--- src/rtl/i2c_chan_sel_ctrl.sv ---
// Channel-select controller for a 2:1 I2C passthrough mux: filters the selected
// bus, tracks START/STOP and only moves sel while the bus is idle.
module i2c_chan_sel_ctrl #(
  parameter int SYNC_STAGES = 2,
  parameter int FILT_LEN    = 3,
  parameter int HOLDOFF_CYC = 16,
  parameter int TIMEOUT_CYC = 65535
) (
  input  logic clk,
  input  logic rst,
  input  logic req_sel,
  input  logic scl_i,
  input  logic sda_i,
  output logic sel,
  output logic busy,
  output logic switch_done,
  output logic timeout
);

  localparam int FW = $clog2(FILT_LEN + 1);
  localparam int HW = (HOLDOFF_CYC > 0) ? $clog2(HOLDOFF_CYC + 1) : 1;
  localparam int TW = $clog2(TIMEOUT_CYC + 1);

  typedef enum logic [1:0] {IDLE, SWITCH, BUSY, HOLDOFF} state_e;

  // Index 0 carries SCL, index 1 carries SDA through the input path.
  logic [1:0]                  pin;
  logic [1:0][SYNC_STAGES-1:0] sync_q, sync_d;
  logic [1:0][FW-1:0]          fcnt_q, fcnt_d;
  logic [1:0]                  flt_q, flt_d;
  logic [1:0]                  prev_q, prev_d;

  state_e        state_q, state_d;
  logic          sel_q, sel_d;
  logic          busy_q, busy_d;
  logic          switch_done_q, switch_done_d;
  logic          timeout_q, timeout_d;
  logic [HW-1:0] hold_q, hold_d;
  logic [TW-1:0] tmo_q, tmo_d;

  logic start_cond, stop_cond, scl_changed;

  assign pin = {sda_i, scl_i};

  // NOTE: every variable gets a default at the top of always_comb, so no path can infer a latch.
  always_comb begin
    sync_d = sync_q;
    fcnt_d = fcnt_q;
    flt_d  = flt_q;
    prev_d = flt_q;
    for (int i = 0; i < 2; i++) begin
      sync_d[i] = {sync_q[i][SYNC_STAGES-2:0], pin[i]};
      if (sync_q[i][SYNC_STAGES-1] == flt_q[i]) begin
        fcnt_d[i] = '0;
      end else if (fcnt_q[i] >= FW'(FILT_LEN - 1)) begin
        flt_d[i]  = sync_q[i][SYNC_STAGES-1];
        fcnt_d[i] = '0;
      end else begin
        fcnt_d[i] = fcnt_q[i] + FW'(1);
      end
    end
    // The newly selected bus is assumed idle-high; stale history from the old bus is discarded.
    if (state_q == SWITCH) begin
      sync_d = '1;
      fcnt_d = '0;
      flt_d  = '1;
      prev_d = '1;
    end
  end

  assign start_cond  = prev_q[0] & prev_q[1] & flt_q[0] & ~flt_q[1];
  assign stop_cond   = prev_q[0] & ~prev_q[1] & flt_q[0] & flt_q[1];
  assign scl_changed = flt_q[0] ^ prev_q[0];

  always_comb begin
    state_d       = state_q;
    sel_d         = sel_q;
    switch_done_d = 1'b0;
    timeout_d     = 1'b0;
    hold_d        = hold_q;
    tmo_d         = tmo_q;
    case (state_q)
      IDLE: begin
        tmo_d = '0;
        if (start_cond) begin
          state_d = BUSY;
        end else if (req_sel != sel_q) begin
          state_d       = SWITCH;
          sel_d         = req_sel;
          switch_done_d = 1'b1;
        end
      end
      SWITCH: begin
        state_d = HOLDOFF;
        hold_d  = HW'(HOLDOFF_CYC);
      end
      BUSY: begin
        if (stop_cond) begin
          state_d = HOLDOFF;
          hold_d  = HW'(HOLDOFF_CYC);
          tmo_d   = '0;
        end else if (scl_changed) begin
          tmo_d = '0;
        end else if (tmo_q >= TW'(TIMEOUT_CYC - 1)) begin
          state_d   = HOLDOFF;
          hold_d    = HW'(HOLDOFF_CYC);
          tmo_d     = '0;
          timeout_d = 1'b1;
        end else begin
          tmo_d = tmo_q + TW'(1);
        end
      end
      HOLDOFF: begin
        if (start_cond) begin
          state_d = BUSY;
          tmo_d   = '0;
        end else if (hold_q <= HW'(1)) begin
          state_d = IDLE;
          hold_d  = '0;
        end else begin
          hold_d = hold_q - HW'(1);
        end
      end
      default: state_d = IDLE;
    endcase
    busy_d = (state_d != IDLE);
  end

  // NOTE: sequential state uses non-blocking assignments so all flops update from pre-edge values.
  always_ff @(posedge clk or posedge rst) begin
    if (rst) begin
      sync_q        <= '1;
      fcnt_q        <= '0;
      flt_q         <= '1;
      prev_q        <= '1;
      state_q       <= IDLE;
      sel_q         <= 1'b0;
      busy_q        <= 1'b0;
      switch_done_q <= 1'b0;
      timeout_q     <= 1'b0;
      hold_q        <= '0;
      tmo_q         <= '0;
    end else begin
      sync_q        <= sync_d;
      fcnt_q        <= fcnt_d;
      flt_q         <= flt_d;
      prev_q        <= prev_d;
      state_q       <= state_d;
      sel_q         <= sel_d;
      busy_q        <= busy_d;
      switch_done_q <= switch_done_d;
      timeout_q     <= timeout_d;
      hold_q        <= hold_d;
      tmo_q         <= tmo_d;
    end
  end

  assign sel         = sel_q;
  assign busy        = busy_q;
  assign switch_done = switch_done_q;
  assign timeout     = timeout_q;

endmodule

--- config.mk ---
export PLATFORM = sky130hd
export DESIGN_NAME = i2c_chan_sel_ctrl
export DESIGN_NICKNAME = d
export VERILOG_FILES = /design/src/rtl/i2c_chan_sel_ctrl.sv
export SDC_FILE = /design/constraint.sdc
export NUM_CORES = 1
export LEC_CHECK = 0
export ABC_AREA = 1
export CORE_MARGIN = 2
export CORE_UTILIZATION = 60
export DETAILED_ROUTE_END_ITERATION = 10
export PLACE_DENSITY = 0.79
export SLEW_MARGIN = 10
export SYNTH_ARGS = -nofsm -noshare
export SYNTH_HDL_FRONTEND = slang
export SYNTH_SLANG_ARGS = --single-unit
--- constraint.sdc ---
create_clock -name clk -period 1.7 [get_ports clk]
set_input_delay 0.34 -clock clk [delete_from_list [all_inputs] [get_ports clk]]
set_output_delay 0.34 -clock clk [all_outputs]
set_load 0.1 [all_outputs]
* Word level (Yosys, flattened, before mapping)
Cells that the tools add are included.
** Word-level totals
- Logic and storage cells :: 93
- Bits in registers :: 39
** Cells by class
- Reduce and logical (&&, ||, !) cells :: 11
- Eq/ne operators :: 12
- $add $sub $neg :: 4
- $lt $le $gt $ge :: 4
- Bitwise logic cells :: 10
- Multiplexer cells :: 38
** Operators by type and width (number)
- $mux 16 :: 4
- $pmux 16 s3 :: 1
- $mux 2 :: 13
- $mux 5 :: 5
- $add 16x1->16 const B :: 1
- $ge 16x16->1 const B :: 1
- $pmux 5 s3 :: 1
- $mux 1 :: 11
- $mux 4 :: 2
- $pmux 2 s4 :: 1
- $and 1x1->1 :: 6
- $ne 3x3->1 const B :: 2
- $reduce_and 2->1 :: 3
- $reduce_bool 2->1 :: 3
- $reduce_bool 3->1 :: 2
- $le 5x1->1 const B :: 1
- $sub 5x1->5 const B :: 1
- $add 2x1->2 const B :: 2
- $eq 2x2->1 const B :: 2
- $ge 2x2->1 const B :: 2
- $ne 2x1->1 const B :: 2
- $ne 2x2->1 const B :: 2
- $reduce_and 4->1 :: 1
- $not 1->1 :: 3
- 6 further kinds :: 7

* Logic depth before layout (Yosys ltp)
Gate-level depths: netlist of the first run.
- Depth after elaboration :: 7
- Mapped depth :: 11
- Mapped depth without buffers :: 11

* Least setup slack after synthesis of the first run
No wires, ideal clock.
- Kind :: register to register
- From :: reg sel_q, in the netlist sel
- To :: reg sel_q, in the netlist sel
- Stages on the path, launching flop included :: 5
- Buffers on the path :: 0
- Setup slack :: 185 ps
- Data arrival time :: 1395 ps
- Path through :: dfrtp_1 -> xor2_1 -> nand3_1 -> nand2_1 -> nand2_1
** On the way
- Word-level cells in the longest chain between the ends :: 2
** RTL lines
- start: declaration :: RTL line 34 : logic sel_q, sel_d;
- start signal: assignment :: RTL line 149 : sel_q <= sel_d;
- $ne 1x1->1 :: RTL line 87 : end else if (req_sel != sel_q) begin
- $reduce_and 3->1 (no line)
Every way passes these cells.
A chain may end at the register's enable or synchronous reset.

* Final worst setup path of the first run
- From :: reg tmo_q[0]
- To :: reg tmo_q[0]
** On the way
- Word-level cells in the longest chain between the ends :: 5
- Elaborated cells between the ends (all ways) :: 6
** RTL lines
- start: declaration :: RTL line 39 : logic [TW-1:0] tmo_q, tmo_d;
- start signal: assignment :: RTL line 154 : tmo_q <= tmo_d;
- $add 16x1->16 or $ge 16x16->1 (tied branches) :: RTL line 110, 104
- $mux 16 (*) :: RTL line 104 : end else if (tmo_q >= TW'(TIMEOUT_CYC - 1)) begin
- $mux 16 (*) :: RTL line 102 : end else if (scl_changed) begin
- $mux 16 (*) :: RTL line 98 : if (stop_cond) begin
- $pmux 16 s3 (*) :: RTL line 82 : case (state_q)
Mark *: on every way between the ends. The rest lies on a longest branch, timed or not.

==> impl_metrics.toml, run 1 <==
[yosys]
yosysSeqAreaShare_pct = 46.57
netlist_area_um2 = 2117
synth_top_area_cell = "dfrtp_1"
synth_common_cells = "nand2_1 (70), inv_1 (33), dfrtp_1 (31), nand3_1 (22), nor2_1 (16)"
ys_ff_latch = 39
synth-edff-count = 0
syn_nets = 266
yosys_warnings = 0
yosys.area.top_type_share_pct = 36.64
syn_avg_cell_area_um2 = 8.237
synthArstFlopShare_pct = 100.0
ys_types = 29
yosysMostFrequentCell = "nand2_1"
synthCells = 257
ys.flop_type = "dfrtp_1"
synth_area_leaders = "dfrtp_1 (37%), nand2_1 (12%), dfstp_2 (9.9%)"

[floorplan]
fp-row-count = 21
boundaryPins = 9
start_util_pct = 62.95
die_area_um2 = 4020
die_w_um = 63.40
core_um2 = 3363
dieHeight_um = 63.40

[setup_path]
cp_max_fo = 10
path_class = "flop to flop"
startpoint_type = "flop"
required_ns = 1.97
critPathArrivalTime_ns = 1.85
rr_worst_depth = 9
end_kind = "flop"

[clocking]
clock-sinks = 39
tritoncts = "yes"
root_buffer = "clkbuf_4"
clk-insertion-delay-late_ns = 0.35
clk_pin_slew_worst_paths_ns = 0.12
clockBufferDepth = 2
cts-buffers-inserted = 5
htreeDepth = 2

[sta]
clock_skew_ns = 0.01205
worstMarginPinSlew_ns = 0.3506
drv_slew = 0
final_hold_viol_count = 0
finalWorstSetupSlack_ns = 0.1240
fmax_mhz = 634.5
finalSetupTns_ns = 0
fin_crit_ns = 1.576
rsz0062_at_grt = "false"
slew_headroom_pct = 76.50
period_share_pct = 92.70
finalSetupViolCount = 0

[placed_design]
post-place-ws_ns = 0.1372
numPortBuffers = 8
hpwl_um = 2876
placedInstanceArea_um2 = 2325
routabilityCongestion = 0.8541

[pwr]
powerDensity_nw_per_um2 = 1563
peakVddDrop_mv = 1.092
p_leak_nw = 1.146

[grt]
grt_max_degree = 40
grt_pass1_wl_um = 7003
grt_antenna_before_repair = 0
track_usage_pct = 23.03
grt_overflow = 0
grt_pass1_vias = 1605

[flow_run]
cap_violations = 0

[routing]
wire_per_inst_um = 12.08
firstDrtPassIters = 4
drtIter0Drc = 104
ant_nets = 0
routed_wl_um = 3877
drc = 0
vias = 1676
drt-vias-per-instance = 5.221

[cells_and_area]
area.growth.synth_to_final_pct = 14.83
drive_above_1_share_pct = 17.82
antenna_cells = 0
nets = 283
fin_area_um2 = 2431
utilization_pct = 72.28

[run_status]
outcome = "finished, final reports clean"

[hold_path]
hold_path_class = "input pin to async pin"
-- worst max-delay path, stage by stage, from the launching register on --
cell	delay, ns
dfrtp_1	0.42
inv_1	0.06
ha_1	0.19
nor2_1	0.13
nor2_1	0.05
nand2_1	0.10
nor2_4	0.06
nor2_2	0.16
nand2_2	0.17
o21ai_0	0.18
-- stage by stage --
step           total power [mW]  hold slack (ns)  std cells
2_1_floorplan             2.640           0.4014        257
3_3_place_gp              2.999           0.4174        313
3_5_place_dp              3.046           0.4245        313
4_1_cts                   3.834           0.3188        321
5_1_grt                   4.087           0.3335        321
6_report                  3.799           0.3247        321
-- placed cells by master, fill, tap and decap left out --
cell,instances
nand2_1,70
inv_1,33
dfrtp_1,30
nand3_1,22
nor2_1,16
o21ai_0,10
dfstp_2,8
xor2_1,7
nor2_2,6
nand2_2,5
xnor2_1,5
o22ai_1,5
nor4_1,5
clkbuf_4,5
buf_12,5
a21oi_1,4
or2_2,4
ha_1,4
clkdlybuf4s50_1,4
nand2_4,3
o21bai_1,3
nand4_1,3
inv_2,2
nor3_4,2
o21ai_1,2
bufinv_16,2
buf_4,2
nor2_8,1
nor3_2,1
nor2_4,1
nor3_1,1
nand3b_1,1
nor4b_1,1
clkinvlp_4,1
dfrtp_2,1
-- sequential cells by signal, indices dropped and copies added, names as in the netlist --
name,count
fcnt_q,4
state_q,2
prev_q,2
hold_q,5
sel,1
flt_q,2
timeout,1
switch_done,1
sync_q,4
busy,1
tmo_q,16
-- kinds of logic after synthesis --
logic type | share of synthesized area [%]
XOR/XNOR | 4.965
buffers and inverters | 6.442
flip-flops | 46.57
AND/OR/NAND/NOR | 33.33
AO/OA/AOI/OAI | 6.324
adder cells (fa/ha/maj) | 2.364
-- repair_timing --
action	CTS	global route
hold buffers	0	0
resized for setup	0	1
buffers inserted	0	0
setup endpoints to repair	0	6
hold endpoints to repair	0	0
-- final timing paths --
check                      slack (ns)                    to                 start
max                              0.12  tmo_q[0]$_DFFE_PP0P_  tmo_q[0]$_DFFE_PP0P_
min                              0.32  tmo_q[1]$_DFFE_PP0P_                   rst
max reg2reg                      0.12  tmo_q[0]$_DFFE_PP0P_  tmo_q[0]$_DFFE_PP0P_
min reg2reg                      0.44   fcnt_q[0]$_DFF_PP0_   fcnt_q[0]$_DFF_PP0_
max in group asynchronous        1.12   sync_q[1]$_DFF_PP1_                   rst
min in group clk                 0.44   fcnt_q[0]$_DFF_PP0_   fcnt_q[0]$_DFF_PP0_
-- power by group --
group	total, mW	switching (mW)	internal, mW
Clock	0.774	0.317	0.457
Combinational	1.61	1.05	0.564
Sequential	1.42	0.221	1.19
Total	3.80	1.58	2.22
-- metal layers --
layer	vias up	wire, µm	track usage, %
met5	-	0	0
met4	0	74	10.33
met3	6	97	6.071
met2	21	1887	36.71
met1	795	1818	29.49
li1	854	-	-
-- final cells by class --
type	count	area [µm²]
Clock buffer	5	37.54
Clock inverter	3	67.56
Fill cell	272	932.1
Inverter	35	131.4
Multi-Input combinational cell	182	994.7
Sequential cell	39	987.2
Tap cell	46	57.56
Timing Repair Buffer	11	155.1
Note: power is estimated with default switching activity, not from simulation.
==> run 2, diff against run 1 <==
CORE_UTILIZATION = 64   (was 60)
PLACE_DENSITY = 0.83   (was 0.79)
clock period = 2 ns   (was 1.7 ns; I/O delays follow)
==> run 2 against run 1 <==
First-iteration DRC count down 7.7%. Non-clock buffer count down 1. Die area down 5.9%. Worst setup slack better by 0.28 ns. Sequential share of layout area up 2.2 points. Fmax down 1.5%. Combinational power down 19%. Largest cell class unchanged. Highest routed layer unchanged.
==> impl_metrics.toml, run 2 (same netlist as run 1, synthesis figures left out) <==
[setup_path]
r2r-end = "tmo_q[0]$_DFFE_PP0P_"
startpoint = "tmo_q[0]$_DFFE_PP0P_"
startpoint_type = "flop"
reg2reg_from = "tmo_q[0]$_DFFE_PP0P_"
cp_max_fo = 10
critPathArrivalTime_ns = 1.87
crit_path_end = "tmo_q[0]$_DFFE_PP0P_"
r2r_slack_ns = 0.40
rr_worst_depth = 9
path_class = "flop to flop"
end_kind = "flop"
required_ns = 2.27

[routing]
routed_wl_um = 3685
wire_per_inst_um = 11.59
drtIter0Drc = 96
firstDrtPassIters = 4
ant_nets = 0
drc = 0
drt-vias-per-instance = 5.236
vias = 1665

[clocking]
clk_pin_slew_worst_paths_ns = 0.11
cts_resized = 0
clock-sinks = 39
clk-insertion-delay-late_ns = 0.35
htreeDepth = 2
clockBufferDepth = 2
tritoncts = "yes"
hold_buffers = 0
root_buffer = "clkbuf_4"
post_cts_buffers = 0
cts-buffers-inserted = 5

[sta]
fmax_mhz = 624.9
drv_slew = 0
fin_crit_ns = 1.600
finalSetupTns_ns = 0
slew_headroom_pct = 68.17
timing.hold.ws_ns = 0.4389
period_share_pct = 80.01
finalSetupViolCount = 0
finalWorstSetupSlack_ns = 0.3998
rsz0062_at_grt = "false"
clock_skew_ns = 0.005936
worstMarginPinSlew_ns = 0.4775
final_hold_viol_count = 0

[cells_and_area]
drive_above_1_share_pct = 17.15
area.growth.synth_to_final_pct = 8.865
nFillCells = 259
fin_cells = 318
largest-register = "tmo_q"
largest_reg_flops = 16
reg_top3 = "tmo_q: 16 flops, hold_q: 5 flops"
antenna_cells = 0
layout_commonest_cell = "nand2_1"
mostFrequentLayoutCells = "nand2_1 (70), inv_1 (33), dfrtp_1 (31)"
nets = 282

[floorplan]
die_w_um = 61.52
start_util_pct = 68.23
die_area_um2 = 3784
core_um2 = 3103
boundaryPins = 9
dieHeight_um = 61.52
fp-row-count = 20

[grt]
track_usage_pct = 22.33
grt_max_degree = 40
grt_antenna_before_repair = 0
grt_overflow = 0
grt_pass1_wl_um = 6161
grt_pass1_vias = 1412

[pwr]
p_leak_nw = 1.106
peakVddDrop_mv = 0.6799
powerDensity_nw_per_um2 = 1250
p_total_mw = 2.880

[hold_path]
hold_path_class = "flop to flop"

[placed_design]
numPortBuffers = 8
hpwl_um = 2663
routabilityCongestion = 0.8578
post-place-ws_ns = 0.4267
dp.cells = 310

[run_status]
outcome = "finished, final reports clean"

[flow_run]
cap_violations = 0
[run 2: changes by cell type in the layout (fill, tap and decap cells not counted)]
cell / previous run / this run
dfrtp_2: 1 / 0
dfrtp_1: 30 / 31
buf_4: 2 / 6
clkinvlp_4: 1 / 0
bufinv_16: 2 / 0
clkinv_2: 0 / 3
buf_12: 5 / 0
[run 2: through the flow]
step / cell area [µm²] / util (%)
floorplan: 2117 / -
CTS: 2305 / 74.27
global placement: 2252 / 72.58
global route: 2305 / 74.27
finish: 2305 / 74.27
detailed placement: 2252 / 72.58
[run 2: layer usage]
| metal | global-route usage (%) | wire length, µm |
|---|---|---|
| met1 | 32.34 | 1758 |
| met2 | 32.93 | 1662 |
| met3 | 4.412 | 212 |
| met4 | 9.119 | 51 |
| met5 | 0 | 0 |
[run 2: critical path: stages, from the launching register on]
cell and delay [ns]:
dfrtp_1 0.42, inv_1 0.06, ha_1 0.19, nor2_1 0.12, nor2_1 0.05, nand2_1 0.10, nor2_4 0.06, nor2_2 0.16
nand2_2 0.17, o21ai_0 0.20
[run 2: worst min path at each step]
stage	to	slack, ns	start	depth (start not counted)
after global placement	fcnt_q[2]$_DFF_PP0_	0.41	fcnt_q[2]$_DFF_PP0_	1
after global routing	fcnt_q[0]$_DFF_PP0_	0.45	fcnt_q[0]$_DFF_PP0_	1
after detailed placement	fcnt_q[0]$_DFF_PP0_	0.42	fcnt_q[0]$_DFF_PP0_	1
after CTS	fcnt_q[0]$_DFF_PP0_	0.44	fcnt_q[0]$_DFF_PP0_	1
final	fcnt_q[0]$_DFF_PP0_	0.44	fcnt_q[0]$_DFF_PP0_	1
after floorplan	fcnt_q[2]$_DFF_PP0_	0.40	fcnt_q[2]$_DFF_PP0_	1
[run 2: power by group]
| part | switching [mW] | internal [mW] | leakage [nW] | total (mW) |
|---|---|---|---|---|
| clock | 0.258 | 0.131 | 0.0347 | 0.389 |
| combinational | 0.870 | 0.437 | 0.574 | 1.31 |
| sequential | 0.171 | 1.01 | 0.497 | 1.19 |
[run 2: area by class of cell]
class	instances	area (µm²)	area share, %
clock inverter	3	15.01	0.6515
inverter	35	131.4	5.700
tap	44	55.05	2.389
multi-input combinational	182	994.7	43.16
timing repair buffer	10	85.08	3.692
clock buffer	5	37.54	1.629
sequential	39	985.9	42.78
==> run 3, diff against run 2 <==
CORE_UTILIZATION = 54   (was 64)
PLACE_DENSITY = 0.75   (was 0.83)
clock period = 1.4 ns   (was 2 ns; I/O delays follow)
==> run 3 against run 2 <==
The flow now finishes with violations (negative setup slack). Flip-flop and latch count is the same. Critical path depth rose by 2. Highest routed layer unchanged. Total power up 76%. Final cell count is 13% higher.
==> impl_metrics.toml, run 3 (same netlist as run 1, synthesis figures left out) <==
[cells_and_area]
largest_reg_flops = 16
largest-register = "tmo_q"
fin_area_um2 = 2788
mostFrequentLayoutCells = "nand2_1 (68), buf_4 (35), dfrtp_1 (30)"
reg_top3 = "tmo_q: 16 flops, hold_q: 5 flops"
antenna_cells = 0
area.growth.synth_to_final_pct = 31.68
nets = 319
drive_above_1_share_pct = 33.44
layout_commonest_cell = "nand2_1"

[pwr]
powerDensity_nw_per_um2 = 1815
p_leak_nw = 1.320
peakVddDrop_mv = 1.284

[run_status]
violations = "negative setup slack"
outcome = "finished, violations left"

[clocking]
clk-insertion-delay-late_ns = 0.30
clock-sinks = 39
clockBufferDepth = 2
htreeDepth = 2
root_buffer = "clkbuf_8"
tritoncts = "yes"
cts-buffers-inserted = 5
clk_pin_slew_worst_paths_ns = 0.08

[floorplan]
die_area_um2 = 4438
core_um2 = 3716
boundaryPins = 9
die_w_um = 66.62
start_util_pct = 56.97
dieHeight_um = 66.62
fp-row-count = 22

[grt]
grt_pass1_vias = 1738
grt_max_degree = 40
grt_overflow = 0
track_usage_pct = 22.96
grt_pass1_wl_um = 7603
grt_antenna_before_repair = 0

[sta]
final_hold_viol_count = 0
worstMarginPinSlew_ns = 0.3272
timing.hold.ws_ns = 0.3143
slew_headroom_pct = 78.16
rsz0062_at_grt = "true"
finalSetupViolCount = 23
period_share_pct = 110.1
clock_skew_ns = 0.003728
finalWorstSetupSlack_ns = -0.1418
fmax_mhz = 648.6
drv_slew = 0
fin_crit_ns = 1.542

[placed_design]
hpwl_um = 3084
placedInstanceArea_um2 = 2524
routabilityCongestion = 0.8501
numPortBuffers = 8

[flow_run]
cap_violations = 0

[routing]
vias = 1848
drt-vias-per-instance = 5.148
drtIter0Drc = 126
wire_per_inst_um = 13.18
routed_wl_um = 4733
ant_nets = 0
drc = 0
firstDrtPassIters = 4

[setup_path]
required_ns = 1.65
end_kind = "flop"
critPathArrivalTime_ns = 1.79
cp_max_fo = 6
path_class = "flop to flop"
reg2reg_from = "tmo_q[0]$_DFFE_PP0P_"
startpoint_type = "flop"
rr_worst_depth = 11
r2r_slack_ns = -0.14
r2r-end = "hold_q[3]$_DFFE_PP0P_"

[hold_path]
hold_path_class = "input pin to async pin"
## run 3: cell types whose count changed in the layout (fill, tap and decap cells not counted), sizes merged
cell | previous run | this run
buf | 6 | 42
clkinv | 3 | 0
clkinvlp | 0 | 2
nand2 | 78 | 79
inv | 35 | 36
## run 3: final cells by class
class,instances,area [µm²]
well taps,48,60.06
inverters,35,131.4
repair buffers,46,425.4
clock buffers,5,68.82
flip-flops and latches,39,987.2
multi-input cells,183,1091
fillers,268,928.4
clock inverters,3,23.77
## run 3: worst max-delay path by stage
stage | depth (start not counted) | slack [ns] | start | end
floorplan | 9 | 0.009 | tmo_q[0]$_DFFE_PP0P_ | tmo_q[0]$_DFFE_PP0P_
global placement | 8 | -0.06 | tmo_q[1]$_DFFE_PP0P_ | tmo_q[6]$_DFFE_PP0P_
detailed placement | 9 | -0.16 | tmo_q[0]$_DFFE_PP0P_ | tmo_q[1]$_DFFE_PP0P_
CTS | 11 | -0.06 | tmo_q[0]$_DFFE_PP0P_ | hold_q[0]$_DFFE_PP0P_
global route | 9 | -0.25 | tmo_q[2]$_DFFE_PP0P_ | hold_q[1]$_DFFE_PP0P_
finish | 11 | -0.14 | tmo_q[0]$_DFFE_PP0P_ | hold_q[3]$_DFFE_PP0P_
## run 3: power by group
part / internal, mW / switching [mW]
Clock: 0.356 / 0.436
Combinational: 1.04 / 1.52
Sequential: 1.45 / 0.254
Total: 2.85 / 2.21
## run 3: repair_timing
action                     CTS  global route
gates resized for setup     16            15
cloned                       1             0
pin swaps                    2             9
setup buffers                5             4
hold buffers                 0             0
setup endpoints to repair   22            25
## run 3: per-layer routing
layer | up-vias | routed length [µm] | track usage, %
li1 | 933 | - | -
met1 | 861 | 2043 | 29.08
met2 | 44 | 2367 | 38.88
met3 | 10 | 211 | 5.068
met4 | 0 | 111 | 7.398
met5 | - | 0 | 0
## run 3: critical path: stages (launching register included)
cell	delay (ns)
dfrtp_1	0.42
inv_1	0.07
ha_1	0.20
nor2_2	0.10
nor2_1	0.05
nand2_1	0.11
nor2_4	0.06
nor2_4	0.17
nand2_4	0.10
nand2_4	0.09
nand2_1	0.05
nand2_1	0.05
## run 3: stage by stage
step,setup TNS (ns),total power [mW],utilization [%],setup WS [ns],std cells
2_1_floorplan,0,3.208,-,0.008827,257
3_3_place_gp,-0.4523,3.844,67.91,-0.05695,341
3_5_place_dp,-1.893,3.885,67.91,-0.1622,341
4_1_cts,-0.8034,4.863,73.00,-0.06476,355
5_1_grt,-4.556,5.400,75.02,-0.2532,359
6_report,-2.425,5.060,75.02,-0.1418,359
